File: src/rtl/line_pkg.sv
// Shared types and helpers for the bounding-box line rasterizer.
package line_pkg;

    localparam int unsigned COORD_W = 9;
    localparam int unsigned DELTA_W = 10;
    localparam int unsigned EDGE_W  = 21;

    typedef logic [COORD_W-1:0]        coord_t;
    typedef logic signed [DELTA_W-1:0] delta_t;
    typedef logic signed [EDGE_W-1:0]  edge_t;

    typedef enum logic [1:0] {
        IDLE  = 2'd0,
        SETUP = 2'd1,
        SCAN  = 2'd2,
        DONE  = 2'd3
    } scan_state_t;

    typedef struct packed {
        coord_t x0;
        coord_t y0;
        coord_t x1;
        coord_t y1;
    } line_cmd_t;

    // Signed difference of two unsigned coordinates; always fits in 10 bits.
    function automatic delta_t coord_diff(input coord_t a, input coord_t b);
        return delta_t'({1'b0, a}) - delta_t'({1'b0, b});
    endfunction

endpackage

File: src/rtl/line_edge_setup.sv
// Combinational line setup: bounding box, deltas and the edge value at the top-left bbox corner.
module line_edge_setup
    import line_pkg::*;
(
    input  line_cmd_t           cmd,
    output logic [COORD_W-1:0]  min_x,
    output logic [COORD_W-1:0]  max_x,
    output logic [COORD_W-1:0]  min_y,
    output logic [COORD_W-1:0]  max_y,
    output logic signed [DELTA_W-1:0] dx,
    output logic signed [DELTA_W-1:0] dy,
    output logic signed [EDGE_W-1:0]  e_init
);

    delta_t off_x;
    delta_t off_y;

    always_comb begin
        min_x = (cmd.x0 < cmd.x1) ? cmd.x0 : cmd.x1;
        max_x = (cmd.x0 < cmd.x1) ? cmd.x1 : cmd.x0;
        min_y = (cmd.y0 < cmd.y1) ? cmd.y0 : cmd.y1;
        max_y = (cmd.y0 < cmd.y1) ? cmd.y1 : cmd.y0;
        dx    = coord_diff(cmd.x1, cmd.x0);
        dy    = coord_diff(cmd.y1, cmd.y0);
        off_x = coord_diff(min_x, cmd.x0);
        off_y = coord_diff(min_y, cmd.y0);
        // Magnitudes stay below 2^20, so the 21-bit products are exact.
        e_init = edge_t'(off_x) * edge_t'(dy) - edge_t'(off_y) * edge_t'(dx);
    end

endmodule

File: src/rtl/line_bbox_scanner.sv
// Walks a line's bounding box in raster order and emits every cell whose edge function is zero.
module line_bbox_scanner
    import line_pkg::*;
(
    input  logic               clk,
    input  logic               rst,
    input  logic               cmd_valid,
    output logic               cmd_ready,
    input  logic [COORD_W-1:0] x0,
    input  logic [COORD_W-1:0] y0,
    input  logic [COORD_W-1:0] x1,
    input  logic [COORD_W-1:0] y1,
    output logic               pix_valid,
    input  logic               pix_ready,
    output logic [COORD_W-1:0] pix_x,
    output logic [COORD_W-1:0] pix_y,
    output logic               done
);

    localparam logic [1:0] ST_IDLE  = IDLE;
    localparam logic [1:0] ST_SETUP = SETUP;
    localparam logic [1:0] ST_SCAN  = SCAN;
    localparam logic [1:0] ST_DONE  = DONE;

    logic [1:0] state_q, state_d;
    line_cmd_t  cmd_q, cmd_d;
    coord_t     min_x_q, min_x_d, max_x_q, max_x_d, max_y_q, max_y_d;
    delta_t     dx_q, dx_d, dy_q, dy_d;
    edge_t      e_q, e_d, erow_q, erow_d;
    coord_t     pix_x_d, pix_y_d;
    logic       pix_valid_d, cmd_ready_d, done_d;

    coord_t s_min_x, s_max_x, s_min_y, s_max_y;
    delta_t s_dx, s_dy;
    edge_t  s_e;
    edge_t  e_step, e_row;

    line_edge_setup u_setup (
        .cmd    (cmd_q),
        .min_x  (s_min_x),
        .max_x  (s_max_x),
        .min_y  (s_min_y),
        .max_y  (s_max_y),
        .dx     (s_dx),
        .dy     (s_dy),
        .e_init (s_e)
    );

    // Incremental edge values for the next cell in the row and the first cell of the next row.
    assign e_step = e_q + edge_t'(dy_q);
    assign e_row  = erow_q - edge_t'(dx_q);

    always_comb begin
        state_d     = state_q;
        cmd_d       = cmd_q;
        min_x_d     = min_x_q;
        max_x_d     = max_x_q;
        max_y_d     = max_y_q;
        dx_d        = dx_q;
        dy_d        = dy_q;
        e_d         = e_q;
        erow_d      = erow_q;
        pix_x_d     = pix_x;
        pix_y_d     = pix_y;
        pix_valid_d = pix_valid;
        cmd_ready_d = cmd_ready;
        done_d      = 1'b0;

        case (state_q)
            ST_IDLE: begin
                cmd_ready_d = 1'b1;
                if (cmd_valid) begin
                    cmd_d       = '{x0: x0, y0: y0, x1: x1, y1: y1};
                    cmd_ready_d = 1'b0;
                    state_d     = ST_SETUP;
                end
            end
            ST_SETUP: begin
                min_x_d     = s_min_x;
                max_x_d     = s_max_x;
                max_y_d     = s_max_y;
                dx_d        = s_dx;
                dy_d        = s_dy;
                e_d         = s_e;
                erow_d      = s_e;
                pix_x_d     = s_min_x;
                pix_y_d     = s_min_y;
                pix_valid_d = (s_e == '0);
                state_d     = ST_SCAN;
            end
            ST_SCAN: begin
                // An on-line cell waits for the writer; off-line cells pass through.
                if (!pix_valid || pix_ready) begin
                    if (pix_x == max_x_q) begin
                        if (pix_y == max_y_q) begin
                            pix_valid_d = 1'b0;
                            done_d      = 1'b1;
                            state_d     = ST_DONE;
                        end else begin
                            erow_d      = e_row;
                            e_d         = e_row;
                            pix_x_d     = min_x_q;
                            pix_y_d     = pix_y + COORD_W'(1);
                            pix_valid_d = (e_row == '0);
                        end
                    end else begin
                        e_d         = e_step;
                        pix_x_d     = pix_x + COORD_W'(1);
                        pix_valid_d = (e_step == '0);
                    end
                end
            end
            default: begin
                cmd_ready_d = 1'b1;
                state_d     = ST_IDLE;
            end
        endcase
    end

    always_ff @(posedge clk or posedge rst) begin
        if (rst) begin
            state_q   <= ST_IDLE;
            cmd_q     <= '0;
            min_x_q   <= '0;
            max_x_q   <= '0;
            max_y_q   <= '0;
            dx_q      <= '0;
            dy_q      <= '0;
            e_q       <= '0;
            erow_q    <= '0;
            pix_x     <= '0;
            pix_y     <= '0;
            pix_valid <= 1'b0;
            cmd_ready <= 1'b1;
            done      <= 1'b0;
        end else begin
            state_q   <= state_d;
            cmd_q     <= cmd_d;
            min_x_q   <= min_x_d;
            max_x_q   <= max_x_d;
            max_y_q   <= max_y_d;
            dx_q      <= dx_d;
            dy_q      <= dy_d;
            e_q       <= e_d;
            erow_q    <= erow_d;
            pix_x     <= pix_x_d;
            pix_y     <= pix_y_d;
            pix_valid <= pix_valid_d;
            cmd_ready <= cmd_ready_d;
            done      <= done_d;
        end
    end

endmodule

File: config.mk
export PLATFORM = sky130hd
export DESIGN_NAME = line_bbox_scanner
export DESIGN_NICKNAME = d
export VERILOG_FILES = /design/src/rtl/line_pkg.sv /design/src/rtl/line_edge_setup.sv /design/src/rtl/line_bbox_scanner.sv
export SDC_FILE = /design/constraint.sdc
export NUM_CORES = 1
export LEC_CHECK = 0
export CAP_MARGIN = 20
export CORE_MARGIN = 2
export CORE_UTILIZATION = 45
export CTS_CLUSTER_SIZE = 16
export DETAILED_ROUTE_END_ITERATION = 7
export PLACE_DENSITY_LB_ADDON = 0.1
export SYNTH_ARGS = -nofsm -noshare
export SYNTH_HDL_FRONTEND = slang
export SYNTH_SLANG_ARGS = --single-unit
File: constraint.sdc
create_clock -name clk -period 17.4 [get_ports clk]
set_input_delay 3.48 -clock clk [delete_from_list [all_inputs] [get_ports clk]]
set_output_delay 3.48 -clock clk [all_outputs]
set_load 0.02 [all_outputs]
==> results of run 1 <==
[worst register-to-register path, delay by kind of cell (launching register included)]
kind	cells	cell delay, ps
compound gates	20	4620
mux	1	420
simple gates	7	1530
xor+xnor	2	820
buf+inv	7	400
fa+ha+maj	10	4090
flops	1	420
[layer usage]
metal	vias to the layer above	wire (um)	global-route usage, %	share of wire, %
met5	-	0	0	0
met3	46	2720	2.45	4.7
li1	7940	-	-	-
met1	8275	27500	36.7	47
met4	0	1050	6.44	1.8
met2	396	26900	40.8	46
[area by class of cell]
class	count	area (um^2)
clock inverter	15	139
inverter	352	1330
multi-input combinational	1780	14900
fill	4223	22200
tap	592	741
clock buffer	17	425
sequential	148	3700
timing repair buffer	83	773
[layout by cell type (no fill, tap or decap), types with 43 or more instances in the layout]
cell,netlist,layout
xnor2_1,81,80
mux2_2,56,56
ha_1,200,198
inv_1,351,350
nand2_1,215,214
mux2i_1,44,44
fa_1,189,189
xor2_1,56,55
nand3_1,43,43
o21ai_0,51,51
dfrtp_1,147,147
clkdlybuf4s50_1,0,60
a21o_1,52,52
nor2_1,179,179
nor2b_1,56,56
a21oi_1,126,125
[kinds of logic after synthesis]
| kind of cell | Yosys count |
|---|---|
| DFF | 148 |
| muxes | 103 |
| buffers and inverters | 423 |
| xor gates and xnor gates | 137 |
| adders and majority gates | 389 |
| and+or+nand+nor | 675 |
| AOI/OAI and AO/OA | 476 |
[stage by stage]
stage	setup WS, ps	hold WS [ps]	utilization [%]	cell area, um^2	std cells
finish	5010	474	49.8	22000	2987
global route	4170	497	49.8	22000	2987
CTS	4880	481	49.8	22000	2985
detailed placement	4940	465	48.5	21400	2953
global placement	5200	460	48.5	21400	2952
floorplan	7150	443	-	20200	2351
[path summary, 6_finish.rpt]
path | to | slack, ps | cells past startpoint
max in group asynchronous | cmd_q[34] | 12500 | 3
setup reg to reg | e_q[19] | 5010 | 47
setup / recovery | e_q[19] | 5010 | 47
hold reg to reg | e_q[0] | 470 | 2
min in group asynchronous | pix_y[6] | 3550 | 2
hold / removal | e_q[0] | 470 | 2
[registers in the layout, summed over array words and instances (netlist names)]
name       cells
cmd_q         36
cmd_ready      1
done           1
dx_q          10
dy_q          10
e_q           21
erow_q        21
max_x_q        9
max_y_q        9
min_x_q        9
pix_valid      1
pix_x          9
pix_y          9
state_q        2
==> flow_metrics.env, run 1 <==
export IMPL_status="complete, no violations"
export IMPL_hold_violations=0
export IMPL_slowest_stage="a2111oi_0"
export IMPL_cts_max_path_buffers=2
export IMPL_drt_iter0_drc=1098
export IMPL_maxSlewHeadroom_pct=25.8
export IMPL_route_detailed_drc=0
export IMPL_final_layout_size_suffix_gt1_share_pct=5.76
export IMPL_fin_skew_ps=18.8
export IMPL_timing_fmax_mhz=80.7
export IMPL_synthCells=2351
export IMPL_grt_first_pass_wirelength_um=92600
export IMPL_ant_nets=0
export IMPL_final_min_clock_period_ps=12390
export IMPL_cts_sinks=148
export IMPL_seq_area_frac_synth_pct=18.4
export IMPL_yosysWarningCount=0
export IMPL_vias=16657
export IMPL_cp_required_ps=17730
export IMPL_avgSynthCellArea_um2=8.58
export IMPL_rows=77
export IMPL_cts_root_buf="clkbuf_16"
export IMPL_dpl_hpwl_um=47300
export IMPL_place_gp_congestion=0.889
export IMPL_yosys_cell_count_top_type="inv_1"
export IMPL_hold_class="reg2reg"
export IMPL_die_h_um=216
export IMPL_cts_htree_levels=4
export IMPL_wl_per_cell_um=19.5
export IMPL_post_cts_resized=0
export IMPL_cts_hold_buf=0
export IMPL_syn_nets=2780
export IMPL_worstHoldStart="e_q[0]"
export IMPL_setup_worst_path_start="cmd_q[9]"
export IMPL_cp_top_family="compound AO/OA/AOI/OAI gates"
export IMPL_grt_max_degree=84
export IMPL_wirelength_um=58200
export IMPL_post_cts_setup_buffers=0
export IMPL_ys_types=77
export IMPL_mappedNetlistArea_um2=20200
export IMPL_firstDrtPassIters=5
export IMPL_cts_made_buffers=17
export IMPL_ys_seq_elements=148
export IMPL_arrival_ps=12720
export IMPL_synthArstFlopShare_pct=100
export IMPL_path_common_cell="inv_1"
export IMPL_yosys_area_share_simple_pct=15.7
export IMPL_viasPerCell=5.58
export IMPL_muxShareOfSynthArea_pct=5.48
export IMPL_yosys_top_cells_area="fa_1, dfrtp_1, ha_1, inv_1, nand2_1"
export IMPL_synth_compound_area_share_pct=15.4
export IMPL_synth_xor_area_share_pct=5.95
export IMPL_critPathLaunchType="flop"
export IMPL_finalCritPeriodShare_pct=71.2
export IMPL_worstSetupEndpointType="flop"
export IMPL_clkTransAtPathRegs_ps=80
export IMPL_place_port_buffers=60
export IMPL_core_region_area_um2=44200
export IMPL_layout_nets=2811
export IMPL_crit_path_max_fanout=11
export IMPL_worstReg2RegStart="cmd_q[9]"
export IMPL_initial_core_util_pct=45.6
export IMPL_worst_slew_pin_slew_ps=1110
export IMPL_grt_usage_pct=25.4
export IMPL_cts_tree="done"
export IMPL_grt_remaining_overflow=0
export IMPL_synth_edf_count=0
export IMPL_path_buf_inv=7
export IMPL_synth_top_area_cell="fa_1"
export IMPL_first_global_vias=16499
export IMPL_rsz0062_at_grt="no"
export IMPL_drv_slew=0
export IMPL_antennaDiodeCount=0
export IMPL_max_stage_delay_ps=870
export IMPL_maxCapViolations=0
export IMPL_synth_top_family_by_area="adder cells"
export IMPL_tns_ps=0
export IMPL_path_class="reg2reg"
export IMPL_design_portCount=61
export IMPL_post_synth_top_area_fraction_pct=18.8
export IMPL_synth_adder_area_share_pct=31.2
export IMPL_area_growth_pct=9.17
export IMPL_antenna_found_initial=2
export IMPL_finalSetupViolations=0
export IMPL_die_area_um2=46500
export IMPL_insertion_delay_ps=450
export IMPL_synth_top_flop_cell="dfrtp_1"
export IMPL_synthTopCellsByCount="inv_1, nand2_1, ha_1, fa_1, nor2_1"
export IMPL_die_x_um=216
Power of run 1 is left out: the tool's default activity adds up to more than one toggle a clock period on the data nets, which glitch-free logic cannot reach.
==> run 2: changes to the inputs <==
==> constraint.sdc (replaced) <==
create_clock -name clk -period 11.45 [get_ports clk]
set_input_delay 2.29 -clock clk [delete_from_list [all_inputs] [get_ports clk]]
set_output_delay 2.29 -clock clk [all_outputs]
set_load 0.02 [all_outputs]
==> flow_metrics.env, run 2 (same netlist as run 1, synthesis figures left out) <==
export IMPL_status="complete, no violations"
export IMPL_wl_met2_um=27300
export IMPL_maxCapViolations=0
export IMPL_cts_tree="done"
export IMPL_firstDrtPassIters=6
export IMPL_highest_layer="met4"
export IMPL_dpl_hpwl_um=47000
export IMPL_placed_area_um2=21600
export IMPL_design_portCount=61
export IMPL_cts_htree_levels=4
export IMPL_hold_class="reg2reg"
export IMPL_grt_remaining_overflow=0
export IMPL_tns_ps=0
export IMPL_die_area_um2=46500
export IMPL_antenna_found_initial=1
export IMPL_critPathLaunchType="flop"
export IMPL_hold_violations=0
export IMPL_mostFrequentLayoutCells="inv_1, nand2_1, ha_1"
export IMPL_worst_slew_pin_slew_ps=1100
export IMPL_core_region_area_um2=44200
export IMPL_antennaDiodeCount=0
export IMPL_insertion_delay_ps=450
export IMPL_grt_first_pass_wirelength_um=92100
export IMPL_timing_fmax_mhz=91.7
export IMPL_drt_iter0_drc=1198
export IMPL_drv_slew=0
export IMPL_viasPerCell=5.59
export IMPL_wl_met3_um=2710
export IMPL_multi_input_area_um2=15000
export IMPL_final_seq_area_um2=3710
export IMPL_nFillCells=4277
export IMPL_path_class="reg2reg"
export IMPL_cts_sinks=148
export IMPL_final_layout_size_suffix_gt1_share_pct=7.36
export IMPL_arrival_ps=11250
export IMPL_worstSetupEndpointType="flop"
export IMPL_slowest_stage="fa_1"
export IMPL_reg_largest_list="cmd_q (36), e_q (21), erow_q (21)"
export IMPL_finalCritPeriodShare_pct=95.3
export IMPL_finalSetupViolations=0
export IMPL_first_global_vias=16418
export IMPL_rows=77
export IMPL_final_min_clock_period_ps=10910
export IMPL_largest_register="cmd_q"
export IMPL_wirelength_um=58200
export IMPL_max_stage_delay_ps=570
export IMPL_cp_required_ps=11790
export IMPL_place_gp_congestion=0.955
export IMPL_layout_nets=2833
export IMPL_grt_max_degree=96
export IMPL_worst_hold_slack_ps=483
export IMPL_maxSlewHeadroom_pct=26.2
export IMPL_die_x_um=216
export IMPL_fin_skew_ps=14.4
export IMPL_route_detailed_drc=0
export IMPL_layout_commonest_cell="inv_1"
export IMPL_cts_max_path_buffers=2
export IMPL_ant_nets=0
export IMPL_initial_core_util_pct=45.6
export IMPL_finalInstanceArea_um2=22400
export IMPL_die_h_um=216
export IMPL_dp_cells=2971
export IMPL_wl_per_cell_um=19.4
export IMPL_cts_root_buf="clkbuf_16"
export IMPL_clkTransAtPathRegs_ps=70
export IMPL_place_port_buffers=60
export IMPL_area_growth_pct=10.9
export IMPL_largest_reg_flops=36
export IMPL_crit_path_max_fanout=10
export IMPL_vias=16814
export IMPL_wl_met1_um=27400
export IMPL_grt_usage_pct=25.3
export IMPL_fin_cells=3009
export IMPL_cts_made_buffers=17
run 2: critical path: cells and delay by family (launching register included):
family | cells | cell delay, ps
and+or+nand+nor | 6 | 720
DFF | 1 | 480
xor gates and xnor gates | 2 | 420
buffers and inverters | 7 | 540
AOI/OAI and AO/OA | 23 | 4460
adders and majority gates | 10 | 4200
run 2: area by class of cell:
type	count	area share, %
clock buffers	19	1.94
clock inverters	13	0.873
well taps	592	3.31
repair buffers	105	4.20
inverters	352	5.93
multi-input cells	1780	67.2
flip-flops and latches	148	16.6
run 2: worst paths after layout:
check	startpoint	to	slack (ps)	depth (start not counted)
min	erow_q[15]	erow_q[15]	480	1
max in group asynchronous	rst	erow_q[7]	7760	3
max reg2reg	cmd_q[27]	e_q[19]	540	48
min in group asynchronous	rst	min_x_q[8]	2440	2
max	cmd_q[27]	e_q[19]	540	48
min reg2reg	erow_q[15]	erow_q[15]	480	1
run 2: metrics by stage:
stage | worst slack (ps) | utilization [%]
floorplan | 1200 | -
global placement | -44.2 | 48.8
detailed placement | -411 | 48.8
CTS | 59.6 | 50.2
global route | -3.60 | 50.6
finish | 542 | 50.6
run 2: repair_timing:
action | 4_1_cts | 5_1_grt
buffers inserted | 0 | 6
gates resized for setup | 3 | 23
hold buffers | 0 | 0
setup endpoints to repair | 6 | 17
pin swaps | 0 | 2
run 2: layer usage:
layer,vias to the layer above,global-route usage (%)
li1,7996,-
met1,8329,36.6
met2,435,41.2
met3,54,2.16
met4,0,5.56
met5,-,0
Power of run 2 is left out for the same reason.
==> run 3: changes to the inputs <==
--- a/config.mk
+++ b/config.mk
@@ -6,8 +6,8 @@
 export NUM_CORES = 1
 export LEC_CHECK = 0
 export CAP_MARGIN = 20
-export CORE_MARGIN = 2
 export CORE_UTILIZATION = 45
+export CTS_CLUSTER_DIAMETER = 60
 export CTS_CLUSTER_SIZE = 16
 export DETAILED_ROUTE_END_ITERATION = 7
 export PLACE_DENSITY_LB_ADDON = 0.1
==> flow_metrics.env, run 3 (same netlist as run 1, synthesis figures left out) <==
export IMPL_area_growth_pct=10.8
export IMPL_arrival_ps=11260
export IMPL_top_usage_layer="met2"
export IMPL_initial_core_util_pct=45.6
export IMPL_drv_slew=0
export IMPL_vias=16861
export IMPL_worst_slew_pin_slew_ps=1060
export IMPL_cts_root_buf="clkbuf_16"
export IMPL_slowest_stage="fa_1"
export IMPL_cts_made_buffers=17
export IMPL_path_class="reg2reg"
export IMPL_pre_cts_ws_ps=-353
export IMPL_die_h_um=214
export IMPL_grt_first_pass_wirelength_um=92100
export IMPL_nFillCells=4247
export IMPL_core_region_area_um2=44200
export IMPL_maxCapViolations=0
export IMPL_crit_path_max_fanout=10
export IMPL_hold_class="reg2reg"
export IMPL_final_min_clock_period_ps=10870
export IMPL_die_x_um=214
export IMPL_cts_sinks=148
export IMPL_path_common_cell="fa_1"
export IMPL_place_port_buffers=60
export IMPL_firstDrtPassIters=6
export IMPL_largest_reg_flops=36
export IMPL_rows=77
export IMPL_insertion_delay_ps=450
export IMPL_layout_commonest_cell="inv_1"
export IMPL_dp_cells=2969
export IMPL_wl_per_cell_um=19.3
export IMPL_cp_required_ps=11840
export IMPL_maxSlewHeadroom_pct=29.1
export IMPL_status="complete, no violations"
export IMPL_grtUsageMet1_pct=38.1
export IMPL_route_detailed_drc=0
export IMPL_cts_tree="done"
export IMPL_viasPerCell=5.60
export IMPL_final_setup_worst_slack_ps=577
export IMPL_max_stage_delay_ps=540
export IMPL_grt_remaining_overflow=0
export IMPL_finalCritPeriodShare_pct=95.0
export IMPL_dpl_hpwl_um=47200
export IMPL_first_global_vias=16519
export IMPL_cts_max_path_buffers=2
export IMPL_place_gp_congestion=0.953
export IMPL_finalSetupViolations=0
export IMPL_die_area_um2=45700
export IMPL_use_met3_pct=3.27
export IMPL_clkTransAtPathRegs_ps=70
export IMPL_antennaDiodeCount=0
export IMPL_drt_iter0_drc=1370
export IMPL_reg_largest_list="cmd_q (36), e_q (21), erow_q (21)"
export IMPL_grt_max_degree=85
export IMPL_fin_skew_ps=15.2
export IMPL_grt_usage_pct=26.4
export IMPL_fin_cells=3012
export IMPL_worstSetupEndpointType="flop"
export IMPL_antenna_found_initial=1
export IMPL_wirelength_um=58200
export IMPL_design_portCount=61
export IMPL_cts_htree_levels=4
export IMPL_mostFrequentLayoutCells="inv_1, nand2_1, ha_1"
export IMPL_critPathLaunchType="flop"
export IMPL_largest_register="cmd_q"
export IMPL_hold_violations=0
export IMPL_ant_nets=0
export IMPL_grtUsageMet2_pct=41.2
export IMPL_layout_nets=2836
export IMPL_timing_fmax_mhz=92.0
export IMPL_final_layout_size_suffix_gt1_share_pct=7.77
## run 3: cell count changes in the layout (fill, tap and decap cells not counted), sizes merged
cell	delta
buf	+3
bufinv	-4
clkbuf	+1
clkinv	+4
clkinvlp	+2
inv	-3
## run 3: layout make-up
type	count	area, um^2	share of cell area [%]
clock buffer	20	467	2.09
inverter	352	1330	5.94
tap	592	741	3.32
sequential	148	3710	16.6
clock inverter	12	97.6	0.437
multi-input combinational	1780	15000	67.3
timing repair buffer	108	961	4.30
## run 3: worst paths after layout
check	start	endpoint	slack, ps	cells past startpoint
worst min-delay path	e_q[0]	e_q[0]	490	2
min in group asynchronous	rst	min_x_q[6]	2370	2
worst max register to register	cmd_q[0]	e_q[20]	580	47
worst min register to register	e_q[0]	e_q[0]	490	2
worst max-delay path	cmd_q[0]	e_q[20]	580	47
max in group asynchronous	rst	e_q[9]	7620	3
## run 3: stage by stage
stage	utilization [%]	hold WS [ps]	setup TNS [ps]	instance area, um^2
global route	50.5	514	-42.6	22300
detailed placement	48.7	479	-784	21600
floorplan	-	443	0	20200
finish	50.5	492	0	22300
global placement	48.7	456	-46.6	21500
CTS	50.1	494	0	22100
## run 3: timing repair
action | 4_1_cts | 5_1_grt
setup buffers | 0 | 10
pin swaps | 0 | 3
endpoints found under the setup margin | 5 | 18
hold buffers | 0 | 0
resized for setup | 3 | 28
## run 3: worst max-delay path, delay by kind of cell (launching register included)
| family | cells | cell delay [ps] |
|---|---|---|
| adder cells (fa/ha/maj) | 11 | 4260 |
| AO/OA/AOI/OAI | 21 | 4070 |
| XOR/XNOR | 2 | 620 |
| AND/OR/NAND/NOR | 5 | 570 |
| buffers and inverters | 6 | 460 |
| multiplexers | 2 | 410 |
| flip-flops | 1 | 410 |
## run 3: per-layer routing
metal  vias up  routed length, um
li1       7999                  -
met1      8411              27400
met2       387              26600
met3        64               2830
met4         0               1360
met5         -                  0
Power of run 3 is left out for the same reason.
